$ cat src/rtl/linx_axil_pkg.sv
// Shared types for linx_axil_master: FSM state encoding and AXI RESP codes.
package linx_axil_pkg;

   typedef enum logic [2:0] {
      IDLE,
      WADDR,
      WRESP,
      RADDR,
      RDATA,
      RSP
   } state_e;

   localparam logic [1:0] RESP_OKAY   = 2'b00;
   localparam logic [1:0] RESP_SLVERR = 2'b10;
   localparam logic [1:0] RESP_DECERR = 2'b11;

endpackage

$ cat src/rtl/linx_axil_master.sv
// Single-outstanding AXI4-Lite master behind a valid/ready request/response port.
// Optional watchdog enabled by defining LINX_AXIL_TIMEOUT_EN.
module linx_axil_master
   import linx_axil_pkg::*;
#(
   parameter int ADDR_W         = 32,
   parameter int TIMEOUT_CYCLES = 1024
) (
   input  logic              aclk,
   input  logic              aresetn,
   input  logic              req_valid,
   output logic              req_ready,
   input  logic              req_write,
   input  logic [ADDR_W-1:0] req_addr,
   input  logic [31:0]       req_wdata,
   input  logic [3:0]        req_wstrb,
   output logic              rsp_valid,
   input  logic              rsp_ready,
   output logic [31:0]       rsp_rdata,
   output logic [1:0]        rsp_resp,
   output logic              rsp_timeout,
   output logic [ADDR_W-1:0] m_axi_awaddr,
   output logic              m_axi_awvalid,
   input  logic              m_axi_awready,
   output logic [31:0]       m_axi_wdata,
   output logic [3:0]        m_axi_wstrb,
   output logic              m_axi_wvalid,
   input  logic              m_axi_wready,
   input  logic [1:0]        m_axi_bresp,
   input  logic              m_axi_bvalid,
   output logic              m_axi_bready,
   output logic [ADDR_W-1:0] m_axi_araddr,
   output logic              m_axi_arvalid,
   input  logic              m_axi_arready,
   input  logic [31:0]       m_axi_rdata,
   input  logic [1:0]        m_axi_rresp,
   input  logic              m_axi_rvalid,
   output logic              m_axi_rready,
   output logic              busy
);

   if (TIMEOUT_CYCLES < 2) begin : g_bad_timeout
      $error("linx_axil_master: TIMEOUT_CYCLES must be at least 2");
   end

   state_e            state_q, state_d;
   logic [ADDR_W-1:0] addr_q, addr_d;
   logic [31:0]       wdata_q, wdata_d;
   logic [3:0]        wstrb_q, wstrb_d;
   logic [31:0]       rdata_q, rdata_d;
   logic [1:0]        resp_q, resp_d;
   logic              aw_done_q, aw_done_d;
   logic              w_done_q, w_done_d;
   logic              accept;

`ifdef LINX_AXIL_TIMEOUT_EN
   localparam int CNT_W = $clog2(TIMEOUT_CYCLES);
   logic [CNT_W-1:0] cnt_q, cnt_d;
   logic             timeout_q, timeout_d;
`endif

   assign accept = (state_q == IDLE) && req_valid;

   always_comb begin
      state_d   = state_q;
      addr_d    = addr_q;
      wdata_d   = wdata_q;
      wstrb_d   = wstrb_q;
      rdata_d   = rdata_q;
      resp_d    = resp_q;
      aw_done_d = aw_done_q;
      w_done_d  = w_done_q;
`ifdef LINX_AXIL_TIMEOUT_EN
      cnt_d     = cnt_q;
      timeout_d = timeout_q;
`endif
      unique case (state_q)
         IDLE: begin
            if (req_valid) begin
               addr_d    = req_addr;
               wdata_d   = req_wdata;
               wstrb_d   = req_wstrb;
               aw_done_d = 1'b0;
               w_done_d  = 1'b0;
               state_d   = req_write ? WADDR : RADDR;
            end
         end
         WADDR: begin
            // AW and W complete independently; a ready seen after its own handshake is ignored
            aw_done_d = aw_done_q | m_axi_awready;
            w_done_d  = w_done_q | m_axi_wready;
            if (aw_done_d && w_done_d) state_d = WRESP;
         end
         WRESP: begin
            if (m_axi_bvalid) begin
               resp_d  = m_axi_bresp;
               rdata_d = '0;
               state_d = RSP;
            end
         end
         RADDR: begin
            if (m_axi_arready) state_d = RDATA;
         end
         RDATA: begin
            if (m_axi_rvalid) begin
               rdata_d = m_axi_rdata;
               resp_d  = m_axi_rresp;
               state_d = RSP;
            end
         end
         RSP: begin
            if (rsp_ready) state_d = IDLE;
         end
         default: state_d = IDLE;
      endcase

`ifdef LINX_AXIL_TIMEOUT_EN
      // The accept edge counts as the first elapsed cycle, so RSP appears TIMEOUT_CYCLES after accept
      if (accept) begin
         cnt_d     = '0;
         timeout_d = 1'b0;
      end else if (state_q != IDLE && state_q != RSP) begin
         cnt_d = cnt_q + 1'b1;
         if (cnt_d == CNT_W'(TIMEOUT_CYCLES - 1)) begin
            state_d   = RSP;
            resp_d    = RESP_SLVERR;
            rdata_d   = '0;
            timeout_d = 1'b1;
         end
      end
`endif
   end

   always_ff @(posedge aclk or negedge aresetn) begin
      if (!aresetn) begin
         state_q   <= IDLE;
         addr_q    <= '0;
         wdata_q   <= '0;
         wstrb_q   <= '0;
         rdata_q   <= '0;
         resp_q    <= RESP_OKAY;
         aw_done_q <= 1'b0;
         w_done_q  <= 1'b0;
`ifdef LINX_AXIL_TIMEOUT_EN
         cnt_q     <= '0;
         timeout_q <= 1'b0;
`endif
      end else begin
         state_q   <= state_d;
         addr_q    <= addr_d;
         wdata_q   <= wdata_d;
         wstrb_q   <= wstrb_d;
         rdata_q   <= rdata_d;
         resp_q    <= resp_d;
         aw_done_q <= aw_done_d;
         w_done_q  <= w_done_d;
`ifdef LINX_AXIL_TIMEOUT_EN
         cnt_q     <= cnt_d;
         timeout_q <= timeout_d;
`endif
      end
   end

   assign req_ready     = (state_q == IDLE);
   assign busy          = (state_q != IDLE);
   assign rsp_valid     = (state_q == RSP);
   assign rsp_rdata     = rdata_q;
   assign rsp_resp      = resp_q;
`ifdef LINX_AXIL_TIMEOUT_EN
   assign rsp_timeout   = timeout_q;
`else
   assign rsp_timeout   = 1'b0;
`endif

   assign m_axi_awaddr  = addr_q;
   assign m_axi_awvalid = (state_q == WADDR) && !aw_done_q;
   assign m_axi_wdata   = wdata_q;
   assign m_axi_wstrb   = wstrb_q;
   assign m_axi_wvalid  = (state_q == WADDR) && !w_done_q;
   assign m_axi_bready  = (state_q == WRESP);
   assign m_axi_araddr  = addr_q;
   assign m_axi_arvalid = (state_q == RADDR);
   assign m_axi_rready  = (state_q == RDATA);

endmodule

$ cat config.mk
export PLATFORM = sky130hd
export DESIGN_NAME = linx_axil_master
export DESIGN_NICKNAME = d
export VERILOG_FILES = /design/src/rtl/linx_axil_pkg.sv /design/src/rtl/linx_axil_master.sv
export SDC_FILE = /design/constraint.sdc
export NUM_CORES = 1
export LEC_CHECK = 0
export ABC_AREA = 1
export CORE_MARGIN = 2
export CORE_UTILIZATION = 39
export DETAILED_ROUTE_END_ITERATION = 8
export PLACE_DENSITY = 0.93
export SLEW_MARGIN = 20
export SYNTH_ARGS = -nofsm -noshare
export SYNTH_HDL_FRONTEND = slang
export SYNTH_SLANG_ARGS = --single-unit
$ cat constraint.sdc
create_clock -name aclk -period 1.8 [get_ports aclk]
set_input_delay 0.27 -clock aclk [delete_from_list [all_inputs] [get_ports aclk]]
set_output_delay 0.27 -clock aclk [all_outputs]
set_load 0.02 [all_outputs]
# Yosys cells after proc, flatten, opt, wreduce, memory -nomap -nowiden

Index checks and enable logic that the tools add are counted.

$add $sub $neg: 0
Multiply operators: 0
Divide/modulo/power cells: 0
Magnitude comparators: 0
Equality and inequality tests: 11
Shift-type cells: 0
Multiplexer cells: 17
Bitwise gates (word level): 2
Reductions and logical operators: 13

Operators by type and width:

| operator                                                              | count |
|---|---|
| 32-bit two-way mux                                                    | 2 |
| 32-bit one-hot mux with 2 select lines                                | 1 |
| 3-bit two-way mux                                                     | 6 |
| 3-bit one-hot mux with 6 select lines                                 | 1 |
| 2-bit != test, second input constant                                  | 4 |
| 3-bit by 2-bit equality test with 1-bit output, second input constant | 2 |
| 3-bit equality test, second input constant                            | 2 |
| 2-bit two-way mux                                                     | 3 |
| 6-bit AND reduction                                                   | 1 |
| 2-bit by 1-bit != test with 1-bit output, second input constant       | 2 |
| 1-bit one-hot mux with 2 select lines                                 | 2 |
| 2-bit one-hot mux with 2 select lines                                 | 1 |
| 2-bit AND reduction                                                   | 2 |
| 2-bit nonzero test                                                    | 2 |
| 3-bit by 1-bit equality test with 1-bit output, second input constant | 1 |
| 1-bit logical AND                                                     | 3 |
| 3-bit logical NOT                                                     | 1 |
| 3-bit AND reduction                                                   | 1 |
| 3-bit nonzero test                                                    | 1 |
| 1-bit logical NOT                                                     | 2 |
| 1-bit OR                                                              | 2 |
| 1-bit two-way mux                                                     | 1 |

Register bits: 107
Bits in latches: 0
RAM bits: 0
Bits in read-only memories: 0
Input bits: 114
Output and inout bits: 143
Memories kept: 0

# Logic depth before layout (Yosys ltp)

Depth in word-level cells: 4
Gate-level depth with buffers: 8
Mapped depth without buffers: 8

# Worst setup path before layout

OpenSTA, ideal clock, no wires.

Path type: register to register
Start: reg state_q[2]
End: reg wdata_q[10], in the netlist m_axi_wdata[10]
Library setup time: 0.117 ns
Arrival: 1.318 ns
Required time: 1.683 ns
Setup slack: 0.365 ns
Cell stages (with the launch flop): 9
Buffers on the path: 2
Clock period less this slack: 1.435 ns
Cells stage by stage: dfrtp_1 nor2_2 nand2_2 nor2_4 inv_2 buf_4 buf_6 nand2_1 nand2_1

Longest elaborated chain between the ends: 2

Ends and longest elaborated chain:

| item                                 | line                    | source |
|---|---|---|
| start: declaration                   | linx_axil_master.sv:46  | `state_e state_q, state_d;` |
| start signal: assignment             | linx_axil_master.sv:149 | `state_q <= state_d;` |
| 3-bit logical NOT                    | linx_axil_master.sv:77  | `unique case (state_q)` |
| 2-bit AND reduction (no source line) | --                      |  |
| end signal: assignment               | linx_axil_master.sv:151 | `wdata_q <= wdata_d;` |
| end: declaration                     | linx_axil_master.sv:48  | `logic [31:0] wdata_q, wdata_d;` |

Every way passes these cells.
A chain may end at the register's enable or synchronous reset.

# Worst setup path in the final report

Start: reg state_q[1]
End: out m_axi_awvalid

Longest elaborated chain between the ends: 2

Ends and longest elaborated chain:

| item                                           | line                    | source |
|---|---|---|
| 3-bit by 1-bit equality test with 1-bit output | linx_axil_master.sv:176 | `assign m_axi_awvalid = (state_q == WADDR) && !aw_done_q;` |
| 1-bit logical AND                              | linx_axil_master.sv:176 |  |
| end: declaration                               | linx_axil_master.sv:23  | `output logic m_axi_awvalid,` |

Every way passes these cells.

==> results.sh <==
export IMPL_worstSkewPairLatency_ns=0.34
export IMPL_seqPwrFrac=0.311
export IMPL_rsz0062_at_grt="no"
export IMPL_irDropWorstVdd_uv=1050
export IMPL_p_per_area_nw_per_um2=1890
export IMPL_seq_area_frac_synth=0.590
export IMPL_busiest_layer="met2"
export IMPL_criticalPathCategory="register to output pin"
export IMPL_grt_total_usage=0.204
export IMPL_synth_area_mux_share=0
export IMPL_synth_compound_area_frac=0.0419
export IMPL_pre_cts_ws_ns=0.0615
export IMPL_tns_ns=0
export IMPL_clock_sinks=107
export IMPL_grt_pass1_wl_mm=20.5
export IMPL_ys_top_cells_by_area="dfrtp_1 59%, nand2_1 22%, buf_4 6.1%"
export IMPL_yosysTopAreaCell="dfrtp_1"
export IMPL_required_ns=1.53
export IMPL_crit_path_max_fanout=5
export IMPL_clk_path_buf_depth=2
export IMPL_die_area_um2=12500
export IMPL_synth_edf_count=0
export IMPL_min_period_ns=1.72
export IMPL_synth_seq_cells=107
export IMPL_worst_path_largest_cell_delay_ns=0.45
export IMPL_yosysWarnings=0
export IMPL_synth_xor_area_frac=0
export IMPL_end_kind="output pin"
export IMPL_num_vias=4093
export IMPL_fmax_mhz=580
export IMPL_initial_utilization=0.399
export IMPL_dpl_hpwl_mm=9.68
export IMPL_pwr_share_comb=0.539
export IMPL_grt_antenna_before_repair=0
export IMPL_routed_wl_mm=12.6
export IMPL_synthAdderAreaFrac=0
export IMPL_switching_share=0.407
export IMPL_io_buffers=255
export IMPL_drt_initial_drc_count=211
export IMPL_yosys_area_share_simple=0.246
export IMPL_crit_chain="nor2_2 > nand2_2 > nor2_1 > clkdlybuf4s15_2"
export IMPL_slowest_stage="dfrtp_2"
export IMPL_layout_drive_gt1_share=0.0524
export IMPL_fin_nets=872
export IMPL_syn_nets=649
export IMPL_worst_setup_path_start_kind="register"
export IMPL_htreeDepth=3
export IMPL_drc=0
export IMPL_power_net_switching_uw=5660
export IMPL_crit_arrival_ns=1.45
export IMPL_ant_nets=0
export IMPL_synth_common_cells="266 x nand2_1, 107 x dfrtp_1, 45 x inv_1"
export IMPL_cp_top_family="flip-flops"
export IMPL_setup_viol_count_final=0
export IMPL_rows=39
export IMPL_first_pass_iters=5
export IMPL_finalClockSkew_ns=0.0101
export IMPL_synth_top_family_by_area="simple AND/OR/NAND/NOR gates"
export IMPL_finalCritPeriodShare=0.957
export IMPL_core_area_um2=11400
export IMPL_routedWlPerCell_um=13.9
export IMPL_globalRouteMet1Util=0.236
export IMPL_clockPowerShare=0.150
export IMPL_async_flop_share=1.00
export IMPL_routabilityCongestion=0.908
export IMPL_synth_avg_cell_area_um2=8.49
export IMPL_maxSlewViolCount=0
export IMPL_synth_most_common_cell="nand2_1"
export IMPL_cts_tree="yes"
export IMPL_cts_setup_buffers=0
export IMPL_maxCapViolations=0
export IMPL_cts_buffers=9
export IMPL_synth_cell_types=21
export IMPL_hold_viol=0
export IMPL_io_pins=257
export IMPL_synth_flop_cell="dfrtp_1"
export IMPL_clkSlewWorstSetupHoldPaths_ns=0.07
export IMPL_grt_pass1_vias=4131
export IMPL_p_int_uw=8240
export IMPL_finish_instance_area_um2=7340
export IMPL_path_buf_inv=1
export IMPL_placedInstanceArea_um2=7030
export IMPL_cts_root_buf="clkbuf_16"
export IMPL_synth_area_um2=4540
export IMPL_outcome="finished, final reports clean"
export IMPL_holdWs_ns=0.397
export IMPL_synth_top_area_frac=0.590
export IMPL_die_y_um=112
export IMPL_grt_use_met3=0.0523
export IMPL_vias_per_cell=4.52
export IMPL_die_x_um=112
export IMPL_hold_class="primary input to asynchronous set/reset pin"
export IMPL_use_met2=0.364
export IMPL_overflow=0
export IMPL_grt_max_degree=70
export IMPL_synth_cells=535
export IMPL_diodes=0
export IMPL_worst_slack_ns=0.0769
export IMPL_p_leak_uw=0.00364
export IMPL_finalPower_uw=13900
export IMPL_area_growth_synth_to_final_pct=61.7
stage by stage:
stage               utilization  cells
finish                    0.646    906
global route              0.646    906
CTS                       0.647    906
detailed placement        0.618    889
global placement          0.618    889
floorplan                     -    535
power by group through the flow:
stage	Clock (µW)	Combinational, µW	Sequential [µW]
after detailed placement	0	7610	4350
after global placement	0	7420	4290
after global routing	2250	8040	4470
after CTS	2150	7570	4330
final	2090	7490	4330
after floorplan	0	2800	5620
area by class of cell:
type / instances / area [µm²]
clock buffer: 12 / 246
clock inverter: 4 / 73.8
fill: 927 / 4030
inverter: 49 / 184
multi-input combinational: 326 / 1310
sequential: 107 / 2680
tap: 143 / 179
timing repair buffer: 265 / 2670
placed cells by master, fill, tap and decap left out, drive strengths merged, types with 7 or more instances in the layout:
cell type / n
buf: 10
o21ai: 36
clkdlybuf4s50: 246
clkbuf: 16
nor2: 9
dfrtp: 107
nand3: 7
nand2: 267
inv: 49
kinds of logic (layout without fill, tap and decap cells):
| kind of cell | Yosys count | after routing |
|---|---|---|
| AOI/OAI and AO/OA | 38 | 38 |
| buffers and inverters | 102 | 330 |
| DFF | 107 | 107 |
| other | 1 | 1 |
| and+or+nand+nor | 287 | 287 |
metal layers:
layer | share of wire | up-vias
met5 | 0 | -
met4 | 0.024 | 0
met3 | 0.078 | 20
met2 | 0.51 | 195
met1 | 0.39 | 1862
li1 | - | 2016
sequential cells by signal, indices dropped and copies added, names as in the netlist:
register and cells:
state_q 3, rsp_rdata 32, w_done_q 1, m_axi_wstrb 4, m_axi_wdata 32, rsp_resp 2, aw_done_q 1, m_axi_araddr 32
worst paths after layout:
kind,from,end,slack [ns],cells past startpoint
worst max-delay path,state_q[1],m_axi_awvalid,0.08,4
worst min-delay path,aresetn,state_q[1],0.40,2
worst max register to register,state_q[1],rsp_rdata[23],0.16,8
worst min register to register,m_axi_wdata[14],m_axi_wdata[14],0.47,2
max in group asynchronous,aresetn,m_axi_araddr[4],0.79,3
min in group aclk,req_addr[22],m_axi_araddr[22],0.47,3
repair_timing:
action                                  4_1_cts  5_1_grt
gates resized for setup                      10       11
pin swaps                                     0        0
endpoints found under the setup margin        8        5
hold buffers                                  1        0
hold endpoints to repair                     26        0
No activity file was read; power rests on OpenSTA's default activity.
